`config.mk`:
```
export PLATFORM = sky130hd
export DESIGN_NAME = collatz_host
export DESIGN_NICKNAME = d
export VERILOG_FILES = /design/src/rtl/collatz_pkg.sv /design/src/rtl/collatz_host_timer.sv /design/src/rtl/collatz_host.sv
export SDC_FILE = /design/constraint.sdc
export NUM_CORES = 1
export LEC_CHECK = 0
export ABC_AREA = 1
export BUFFER_PORTS_ARGS = -buffer_cell sky130_fd_sc_hd__buf_2
export CAP_MARGIN = 25
export CORE_UTILIZATION = 35
export CTS_BUF_LIST = sky130_fd_sc_hd__clkbuf_4
export DETAILED_ROUTE_END_ITERATION = 7
export GPL_ROUTABILITY_DRIVEN = 0
export SLEW_MARGIN = 20
export SYNTH_ARGS = -nofsm -noshare
export SYNTH_HDL_FRONTEND = slang
export SYNTH_SLANG_ARGS = --single-unit
export TNS_END_PERCENT = 1
```
`constraint.sdc`:
```
create_clock -name clk -period 1.9 [get_ports clk]
set_input_delay 0.19 -clock clk [delete_from_list [all_inputs] [get_ports clk]]
set_output_delay 0.19 -clock clk [all_outputs]
set_load 0.03 [all_outputs]
```
`src/rtl/collatz_pkg.sv`:
```
// collatz_pkg: shared definitions for the Collatz tile host initiator.
//   host_state_t   - host FSM state encoding
//   *_STROBE/SEL_* - bit masks on the tile uio input pins
//   *_BYTES        - byte counts of the orbit and path-record read fields
//   OVERFLOW_MAGIC - record value the tile uses to flag overflow
//   read_addr()    - uio read address for the n-th byte of the read phase
package collatz_pkg;

   typedef enum logic [2:0] {
      S_IDLE,
      S_WRITE,
      S_START,
      S_WAIT_ACK,
      S_WAIT_DONE,
      S_READ_ADDR,
      S_READ_SAMPLE,
      S_RESP
   } host_state_t;

   localparam logic [7:0]  WR_STROBE      = 8'h80;
   localparam logic [7:0]  START_STROBE   = 8'h40;
   localparam logic [7:0]  SEL_RECORD     = 8'h10;
   localparam int unsigned ORBIT_BYTES    = 2;
   localparam int unsigned RECORD_BYTES   = 4;
   localparam logic [31:0] OVERFLOW_MAGIC = 32'hBAADF00D;

   // Orbit bytes live at 0x00.., record bytes at SEL_RECORD|0x00..
   function automatic logic [7:0] read_addr(input logic [2:0] idx);
      if (idx < 3'(ORBIT_BYTES))
         read_addr = {5'b0, idx};
      else
         read_addr = SEL_RECORD | {5'b0, idx - 3'(ORBIT_BYTES)};
   endfunction

endpackage

```
`src/rtl/collatz_host_timer.sv`:
```
// collatz_host_timer: saturating timeout counter for the host wait phases.
//   clk, reset - clock, synchronous active-high reset
//   clear      - reload the count to zero
//   enable     - count this cycle
//   expired    - high during the TIMEOUT_CYCLES-th enabled cycle since clear,
//                so the owner leaves exactly TIMEOUT_CYCLES cycles after clear
module collatz_host_timer
   import collatz_pkg::*;
#(
   parameter int unsigned TIMEOUT_CYCLES = 65535
) (
   input  logic clk,
   input  logic reset,
   input  logic clear,
   input  logic enable,
   output logic expired
);

   localparam int unsigned CW = (TIMEOUT_CYCLES < 1) ? 1 : $clog2(TIMEOUT_CYCLES + 1);
   localparam logic [CW-1:0] LAST = CW'((TIMEOUT_CYCLES < 1) ? 0 : TIMEOUT_CYCLES - 1);
   localparam logic [CW-1:0] MAX  = CW'(TIMEOUT_CYCLES);

   logic [CW-1:0] count;

   always_ff @(posedge clk) begin
      if (reset || clear)
         count <= '0;
      else if (enable && count != MAX)
         count <= count + CW'(1);
   end

   assign expired = enable && (count >= LAST);

endmodule

```
`src/rtl/collatz_host.sv`:
```
// collatz_host: host initiator for the Collatz tile byte-wide pin protocol.
//   clk, reset          - clock, synchronous active-high reset
//   req_valid/req_ready - request handshake; req_start is the 32-bit start value
//   resp_valid/ready    - response handshake; resp_orbit, resp_record,
//                         resp_overflow (record == magic), resp_timeout
//   dut_ui, dut_uio     - driven tile pins (data, strobes/address)
//   dut_uo, dut_uio_oe  - tile data output and output-enable (oe[7] = busy)
// All outputs are registered; each transition loads the pin values of the
// state being entered, so pins always match the current state.
module collatz_host
   import collatz_pkg::*;
#(
   parameter int unsigned TIMEOUT_CYCLES = 65535
) (
   input  logic        clk,
   input  logic        reset,
   input  logic        req_valid,
   output logic        req_ready,
   input  logic [31:0] req_start,
   output logic        resp_valid,
   input  logic        resp_ready,
   output logic [15:0] resp_orbit,
   output logic [31:0] resp_record,
   output logic        resp_overflow,
   output logic        resp_timeout,
   output logic [7:0]  dut_ui,
   output logic [7:0]  dut_uio,
   input  logic [7:0]  dut_uo,
   input  logic [7:0]  dut_uio_oe
);

   host_state_t state;
   logic [1:0]  wr_idx;
   logic [2:0]  rd_idx;
   logic [31:0] wr_data;
   logic [47:0] rd_data;
   logic        timed_out;
   logic        timer_clear;
   logic        timer_en;
   logic        timer_expired;
   logic        unused_oe;

   assign unused_oe   = ^dut_uio_oe[6:0];
   assign timer_clear = (state == S_START);
   assign timer_en    = (state == S_WAIT_ACK) || (state == S_WAIT_DONE);

   collatz_host_timer #(.TIMEOUT_CYCLES(TIMEOUT_CYCLES)) u_timer (
      .clk     (clk),
      .reset   (reset),
      .clear   (timer_clear),
      .enable  (timer_en),
      .expired (timer_expired)
   );

   always_ff @(posedge clk) begin
      if (reset) begin
         state         <= S_IDLE;
         req_ready     <= 1'b0;
         resp_valid    <= 1'b0;
         resp_orbit    <= '0;
         resp_record   <= '0;
         resp_overflow <= 1'b0;
         resp_timeout  <= 1'b0;
         dut_ui        <= '0;
         dut_uio       <= '0;
         wr_idx        <= '0;
         rd_idx        <= '0;
         wr_data       <= '0;
         rd_data       <= '0;
         timed_out     <= 1'b0;
      end else begin
         case (state)
            S_IDLE: begin
               req_ready <= 1'b1;
               if (req_valid && req_ready) begin
                  req_ready <= 1'b0;
                  dut_ui    <= req_start[7:0];
                  wr_data   <= {8'h00, req_start[31:8]};
                  dut_uio   <= WR_STROBE;
                  wr_idx    <= '0;
                  state     <= S_WRITE;
               end
            end
            S_WRITE: begin
               if (wr_idx == 2'd3) begin
                  dut_ui  <= '0;
                  dut_uio <= START_STROBE;
                  state   <= S_START;
               end else begin
                  wr_idx  <= wr_idx + 2'd1;
                  dut_ui  <= wr_data[7:0];
                  wr_data <= {8'h00, wr_data[31:8]};
                  dut_uio <= WR_STROBE | {6'b0, wr_idx + 2'd1};
               end
            end
            S_START: begin
               dut_uio   <= '0;
               timed_out <= 1'b0;
               state     <= S_WAIT_ACK;
            end
            S_WAIT_ACK: begin
               if (timer_expired) begin
                  timed_out <= 1'b1;
                  rd_data   <= '0;
                  state     <= S_RESP;
               end else if (dut_uio_oe[7]) begin
                  state <= S_WAIT_DONE;
               end
            end
            S_WAIT_DONE: begin
               if (timer_expired) begin
                  timed_out <= 1'b1;
                  rd_data   <= '0;
                  state     <= S_RESP;
               end else if (!dut_uio_oe[7]) begin
                  rd_idx  <= '0;
                  dut_uio <= read_addr(3'd0);
                  state   <= S_READ_ADDR;
               end
            end
            S_READ_ADDR: begin
               state <= S_READ_SAMPLE;
            end
            S_READ_SAMPLE: begin
               // Bytes arrive LSB first: after six shifts [15:0] is the orbit
               // and [47:16] the record.
               rd_data <= {dut_uo, rd_data[47:8]};
               if (rd_idx == 3'(ORBIT_BYTES + RECORD_BYTES - 1)) begin
                  dut_uio <= '0;
                  state   <= S_RESP;
               end else begin
                  rd_idx  <= rd_idx + 3'd1;
                  dut_uio <= read_addr(rd_idx + 3'd1);
                  state   <= S_READ_ADDR;
               end
            end
            S_RESP: begin
               if (!resp_valid) begin
                  resp_valid    <= 1'b1;
                  resp_orbit    <= rd_data[15:0];
                  resp_record   <= rd_data[47:16];
                  resp_overflow <= (rd_data[47:16] == OVERFLOW_MAGIC);
                  resp_timeout  <= timed_out;
               end else if (resp_ready) begin
                  resp_valid <= 1'b0;
                  req_ready  <= 1'b1;
                  state      <= S_IDLE;
               end
            end
            default: state <= S_IDLE;
         endcase
      end
   end

endmodule
```
==> results of run 1 <==
[worst paths after layout]
path                 startpoint  slack [ns]  cells after the start     endpoint
setup reg to reg       state[0]        0.21                      8  wr_data[18]
hold reg to reg      wr_data[2]        0.46                      2   wr_data[2]
hold / removal    dut_uio_oe[7]        0.11                      5    rd_idx[2]
setup / recovery       state[0]        0.21                      8  wr_data[18]
[sequential cells by signal, indices dropped and copies added (netlist names), 2 cells and up]
| name | flops |
|---|---|
| dut_ui | 8 |
| dut_uio | 6 |
| rd_data | 48 |
| rd_idx | 3 |
| resp_orbit | 16 |
| resp_record | 32 |
| state | 3 |
| u_timer.count | 16 |
| wr_data | 24 |
| wr_idx | 2 |
[metal layers]
layer | vias to the layer above | track usage (%)
li1 | 3293 | -
met1 | 2832 | 24.1
met2 | 117 | 27.7
met3 | 11 | 4.24
met4 | 0 | 5.09
met5 | - | 0
[power by group through the flow]
| stage | clock network (µW) | registers, µW | logic (µW) |
|---|---|---|---|
| finish | 1890 | 4030 | 2570 |
| global route | 2140 | 4080 | 2910 |
| CTS | 1980 | 4040 | 2590 |
| detailed placement | 0 | 4110 | 2510 |
| global placement | 0 | 4100 | 2480 |
| floorplan | 0 | 4270 | 1750 |
[cells in the final DEF (no fill, tap or decap), types with 8 or more instances in the layout]
cell,instances
sky130_fd_sc_hd__a211oi_2,8
sky130_fd_sc_hd__nand3_1,66
sky130_fd_sc_hd__o21ai_1,35
sky130_fd_sc_hd__nor2_1,118
sky130_fd_sc_hd__buf_4,11
sky130_fd_sc_hd__a21oi_2,9
sky130_fd_sc_hd__clkbuf_4,18
sky130_fd_sc_hd__buf_2,110
sky130_fd_sc_hd__dlygate4sd3_1,43
sky130_fd_sc_hd__inv_1,54
sky130_fd_sc_hd__o21ai_0,63
sky130_fd_sc_hd__dfxtp_1,162
sky130_fd_sc_hd__nand2_1,171
sky130_fd_sc_hd__a21oi_1,118
[cell families after synthesis]
group           count (synthesis)
simple gates                  387
compound gates                237
flops                         163
buf+inv                       121
xor+xnor                       10
fa+ha+maj                       5
other cells                     1
[metrics by stage]
stage | instance area (µm²) | util [%]
after CTS | 8340 | 44.0
after detailed placement | 7660 | 40.4
final | 8360 | 44.1
after global routing | 8350 | 44.1
after global placement | 7660 | 40.4
after floorplan | 6880 | -
[critical path: stages, from the launching register on]
cell and delay [ns]:
sky130_fd_sc_hd__dfxtp_1 0.57, sky130_fd_sc_hd__inv_2 0.06, sky130_fd_sc_hd__nand2_1 0.11, sky130_fd_sc_hd__nand2_4 0.10
sky130_fd_sc_hd__inv_2 0.16, sky130_fd_sc_hd__o21ai_4 0.13, sky130_fd_sc_hd__buf_12 0.18, sky130_fd_sc_hd__a21oi_1 0.20
sky130_fd_sc_hd__a211oi_2 0.05
[final cells by class]
class | count | area, µm² | area share (%)
Antenna cell | 3 | 7.51 | 0.0898
Clock buffer | 18 | 135 | 1.62
Multi-Input combinational cell | 641 | 3100 | 37.0
Sequential cell | 163 | 3260 | 39.1
Clock inverter | 14 | 123 | 1.47
Tap cell | 260 | 325 | 3.89
Inverter | 63 | 241 | 2.89
Timing Repair Buffer | 169 | 1160 | 13.9
[timing repair]
item	in CTS	in global routing
hold endpoints to repair	45	0
resized for setup	0	3
hold buffers	43	0
setup endpoints to repair	0	24
==> results list, run 1 <==
* Total routed wirelength: 17.4 mm
- The detailed router put a total of 8.38 mm of wire on met1.
- In the synthesized netlist the async set-or-reset flop fraction comes to 0%.
- Sequential cells account for 47.5% of the total power.
- Pins over their slew limit: 0
- Pin count of the biggest net entering global routing: 51
* Peak clock frequency supported by timing: 590 MHz
* Setup Slack @ Placement: 0.177 ns
- Root cell of the clock tree: sky130_fd_sc_hd__clkbuf_4
- For the final database, setup skew stands at 0.0216 ns.
- Number of enable-type register cells in the synthesized netlist: 0
- Post-DP HPWL: 11.4 mm
- Once layout is complete, the cells apart from fillers number 1331.
- Initial core utilization: 36.3%
* Largest cells by area after synthesis: sky130_fd_sc_hd__dfxtp_1 47%, sky130_fd_sc_hd__nand2_1 9.3%, sky130_fd_sc_hd__a21oi_1 8.6%
- # port buffers: 110
* Most frequent cells after synthesis: 171 x sky130_fd_sc_hd__nand2_1, 163 x sky130_fd_sc_hd__dfxtp_1, 118 x sky130_fd_sc_hd__a21oi_1, 118 x sky130_fd_sc_hd__nor2_1, 66 x sky130_fd_sc_hd__nand3_1
- Number of vias in the routed layout: 6253
- Main combinational cell family by area after synthesis: simple AND/OR/NAND/NOR gates
- Die footprint: 20200 µm²
- By instance count, the leading cell after synthesis is sky130_fd_sc_hd__nand2_1.
- Adder-cell share of the synthesized area: 0.909%
* Number of global-route vias before repair: 5715
- Clock tree synthesis found a total of 163 sinks.
* Average detailed-routed wire length per instance: 13.1 µm
- H-Tree Level Count: 4
- Period utilisation layout: 89.2%
* Netlist area before placement: 6880 µm²
* Drc violations: 0
- In the final design database the tool counted 1112 nets.
- Placeable Area: 19000 µm²
- Setup repair after global routing left no endpoint under its margin.
- The tightest min-delay check is of the input pin to flip-flop type.
* Min setup slack post-route: 0.205 ns
* Endpoint required time on the critical path: 2.34 ns
- Pwr Total: 8500 µW
- Buffers inserted during clock tree synthesis total 17.
- Switching share of power: 38.1%
- In this run the vertical extent of the chip is 142 µm.
* Number of nets with antenna violations after routing: 0
* Worst relative slew slack: 65.4%
* Clock Power Share: 22.3%
- The die is 142 µm wide.
- Routed met3 length: 753 µm
- No sink is reached through more buffers than the 2 on the longest clock path.
* Drt first-iter violations: 407
- Synthesis produced a netlist whose cell count is 924.
* Fill cell count: 1986
- Top routing layer in use: met4
- Cell-internal power: 5260 µW
- Max-cap violations in this run came to 0.
- The area growth from synthesis to layout is 21.5%.
- Gate power share: 30.3%
- Kind of launch point of the worst setup path: flip-flop
* Setup bufs post-CTS: 0
- Total length of routed met2 wires: 8.08 mm
- Average cell area after synthesis: 7.44 µm²
- Of all nets on the critical path, the largest fanout is 25.
- Fraction of the mapped netlist area in compound gates: 18.8%
- Antenna violations before repair: 1
- The routed design could run at a clock period as short as 1.69 ns.
* Count of yosys warnings during synthesis: 0
- Most used flip-flop cell after synthesis: sky130_fd_sc_hd__dfxtp_1
* Number of distinct library cell variants in the gate-level netlist after synthesis: 35
* Multiplexer share of the synthesized area: 0%
- Clock-pin slew was measured on the worst setup and hold paths at 0.15 ns.
- Endpoint arrival time on the critical path: 2.13 ns
- VDD sags by at most 494 µV.
- Using the TritonRoute via totals, the vias-per-cell ratio works out to 4.70.
- Worst-case hold slack: 0.107 ns
* Pwr Density: 1020 nW/µm²
- TNS Setup: 0 ns
* Global-route wire length before repair: 28.5 mm
- The synthesized netlist devotes 1.27% of its cell area to XOR and XNOR gates.
- The final hold violation count is 0.
- After synthesis the netlist holds a flip-flop and latch count of 163.
- The share of the Yosys chip area taken by registers is 47.4%.
- In this run the static leakage power is 0.00350 µW.
* Number of core rows: 50
- Cell taking the most area after synthesis: sky130_fd_sc_hd__dfxtp_1
- Clock latency reported for the late side of the worst-skew pair: 0.55 ns
- Worst Tran Pin Value: 0.519 ns
- TritonCTS built the clock tree.
- STA classifies the critical path endpoint as a flip-flop.
* I/O pin count: 120
- The first detailed-routing pass ran for 5 iterations.
- Result of the run: completed
- Post-Synth Simple-Gate Area: 23.8%
- Instance count after placement with tap cells included: 1253
- Power spent charging and discharging nets: 3240 µW
* Fraction of post-synthesis cell area in the top cell type by area: 47.4%
- The critical path is of the flip-flop to flip-flop type.
- Share of layout cells above drive strength 1: 19.3%
* All-Layer GR Usage: 17.7%
- Total of endpoints with negative setup slack in the final report: 0
- Total congestion overflow after global routing: 0
(Power assumes the default switching activity.)
==> inputs of run 2 (changes only) <==
--- a/config.mk
+++ b/config.mk
@@ -12,6 +12,7 @@
 export CTS_BUF_LIST = sky130_fd_sc_hd__clkbuf_4
 export DETAILED_ROUTE_END_ITERATION = 7
 export GPL_ROUTABILITY_DRIVEN = 0
+export PLACE_DENSITY = 0.65
 export SLEW_MARGIN = 20
 export SYNTH_ARGS = -nofsm -noshare
 export SYNTH_HDL_FRONTEND = slang
==> run 2 against run 1 <==
Final area down 0.30%. Largest cell class unchanged. Fmax up 0.98%. Critical endpoint is now resp_record[27]. Critical path type unchanged. Worst hold slack worse by 0.055 ns. Largest power group unchanged.
==> results list, run 2 (synthesis gave the netlist of run 1 again) <==
- Total of endpoints with negative setup slack in the final report: 0
* Worst clock skew: 0.0195 ns
- Counting the fill cells in the layout gives 1925.
* Startpoint of the most critical setup path: state[1]
- TritonCTS built the clock tree.
- Final nets: 1108
- Across the VDD grid, the largest voltage drop is 393 µV.
- Peak clock frequency supported by timing: 596 MHz
- The post-route netlist has 18.9% of its cells at a drive strength greater than 1.
- Max stage delay cell, worst path: sky130_fd_sc_hd__dfxtp_1
* Endpoint required time on the critical path: 2.35 ns
* Number of global-route vias before repair: 5916
- Leaving out fill and tap cells, the most frequent cells in the layout are 171 x sky130_fd_sc_hd__nand2_1, 163 x sky130_fd_sc_hd__dfxtp_1, 118 x sky130_fd_sc_hd__nor2_1, 118 x sky130_fd_sc_hd__a21oi_1, 110 x sky130_fd_sc_hd__buf_2.
- Total congestion overflow after global routing: 0
* Largest fanout of any net on the critical path: 58
* Die footprint: 20200 µm²
- The register with the most flip-flops in the layout has 48 of them.
- At the pin with the least slew margin, the transition time is 0.512 ns.
- The worst setup path is launched from a flip-flop.
- Sink count of the clock tree: 163
- Drt first-iter violations: 361
- CP Capture Type: flip-flop
* Pins over their slew limit: 0
* Number of cells on the worst reg-to-reg path: 5
- Clock latency reported for the late side of the worst-skew pair: 0.53 ns
* Period utilisation layout: 88.3%
- Top register by number of flip-flops: rd_data
* # port buffers: 110
- Final hold vios: 0
- Drc violations: 0
- Layout overhead on the synthesized area: 21.1%
* All-Layer GR Usage: 17.7%
- Average detailed-routed wire length per instance: 13.0 µm
* Detailed-routing iteration count for the pre-antenna-repair pass: 5
- Max Cap Viol: 0
* Number of vias in the routed layout: 6265
- Reg-to-reg setup timing slack: 0.22 ns
- The worst setup path is of the flip-flop to flip-flop kind.
* Endpoint arrival time on the critical path: 2.13 ns
- In this run the clock root is driven by a sky130_fd_sc_hd__clkbuf_4.
* Clock-pin slew reported for the worst setup and hold paths after clock tree synthesis: 0.14 ns
- The largest single stage delay on the critical path is 0.53 ns.
- Post-DP HPWL: 11.3 mm
- The number of antenna violations at the first check in global routing came to 1.
* Reg-to-Reg Start: state[1]
- Placeable Area: 19000 µm²
- The count of nets left with antenna violations once routing finished came out at 0.
- The critical path goes through nand3_1 -> nor2_4 -> buf_4 -> o21ai_0 -> a21oi_1.
- Measured against its own limit, the worst slew margin works out to 65.9%.
- The first global-routing pass estimated 28.8 mm of wire.
* Pwr Density: 1030 nW/µm²
- The die is 142 µm tall.
* Total routed wirelength: 17.3 mm
- Number of vias per cell: 4.72
* Terminus of the critical flop-to-flop path: resp_record[27]
- The die is 142 µm wide.
* Kind of path behind the tightest hold check: input pin to flip-flop
- TNS Setup: 0 ns
* Setup repair after global routing missed its margin: false
- The H-tree was split into 4 levels.
- The clock period could shrink to 1.68 ns.
* I/O pin count: 120
* Registers with the highest flip-flop counts: rd_data: 48 flops, resp_record: 32 flops, wr_data: 24 flops
- Initial core utilization: 36.3%
- The critical path ends at resp_record[27].
- Number of buffers created by CTS: 17
- Result of the run: completed
- Most common cell after layout, fill and taps aside: sky130_fd_sc_hd__nand2_1
- Leak: 0.00350 µW
- Pwr Total: 8570 µW
- Deepest clock path buffer count: 2
* Pin count of the biggest net entering global routing: 60
* Number of core rows: 50
-- run 2: cell count changes in the layout (fill, tap and decap cells not counted), sizes merged --
| cell | previous run | this run |
|---|---|---|
| inv | 68 | 65 |
| buf | 126 | 124 |
| bufinv | 0 | 2 |
| dlygate4sd3 | 43 | 41 |
| diode | 3 | 2 |
| clkinv | 7 | 8 |
-- run 2: what timing repair did --
action | 4_1_cts | 5_1_grt
endpoints found under the hold margin | 50 | 0
hold buffers | 41 | 0
gates resized for setup | 0 | 2
endpoints found under the setup margin | 0 | 8
setup buffers | 0 | 0
-- run 2: critical path: cells and delay by family, from the launching register on --
family	cells	cell delay, ns
compound gates	2	0.28
flops	1	0.53
buf+inv	1	0.44
simple gates	2	0.35
-- run 2: area by class of cell --
type / instances / area (µm²) / area share, %
diodes: 2 / 5.00 / 0.0601
multi-input cells: 641 / 3100 / 37.2
clock buffers: 18 / 135 / 1.62
repair buffers: 165 / 1130 / 13.5
inverters: 63 / 241 / 2.90
well taps: 260 / 325 / 3.91
flip-flops and latches: 163 / 3260 / 39.2
clock inverters: 14 / 136 / 1.64
-- run 2: how the worst min path moves through the flow --
stage / startpoint / end / slack (ns) / cells past startpoint
2_1_floorplan: dut_uo[0] / rd_data[40] / 0.34 / 2
3_3_place_gp: wr_data[1] / wr_data[1] / 0.44 / 2
3_5_place_dp: wr_data[1] / wr_data[1] / 0.44 / 2
4_1_cts: req_start[8] / wr_data[0] / 0.01 / 5
5_1_grt: req_start[23] / wr_data[15] / 0.06 / 5
6_report: req_start[8] / wr_data[0] / 0.05 / 5
-- run 2: through the flow --
stage / utilization (%) / hold slack [ns] / std cells / worst slack [ns] / area, µm²
after CTS: 43.9 / 0.0138 / 1324 / 0.172 / 8320
final: 43.9 / 0.0520 / 1326 / 0.222 / 8330
after floorplan: - / 0.339 / 925 / 0.382 / 6880
after detailed placement: 40.3 / 0.444 / 1251 / 0.196 / 7640
after global placement: 40.3 / 0.438 / 1251 / 0.237 / 7640
after global routing: 43.9 / 0.0613 / 1325 / 0.0357 / 8330
-- run 2: power breakdown --
part	leakage [µW]	internal (µW)	switching (µW)	total, µW
clock	0.000145	788	1230	2020
sequential	0.00132	3810	203	4020
combinational	0.00203	823	1710	2530
total	0.00350	5420	3140	8570
-- run 2: layer usage --
metal	GRT usage [%]	vias to the layer above	share of wire [%]
li1	-	3287	-
met1	22.9	2849	47
met2	29.5	113	47
met3	3.43	16	3.9
met4	5.72	0	1.6
met5	0	-	0
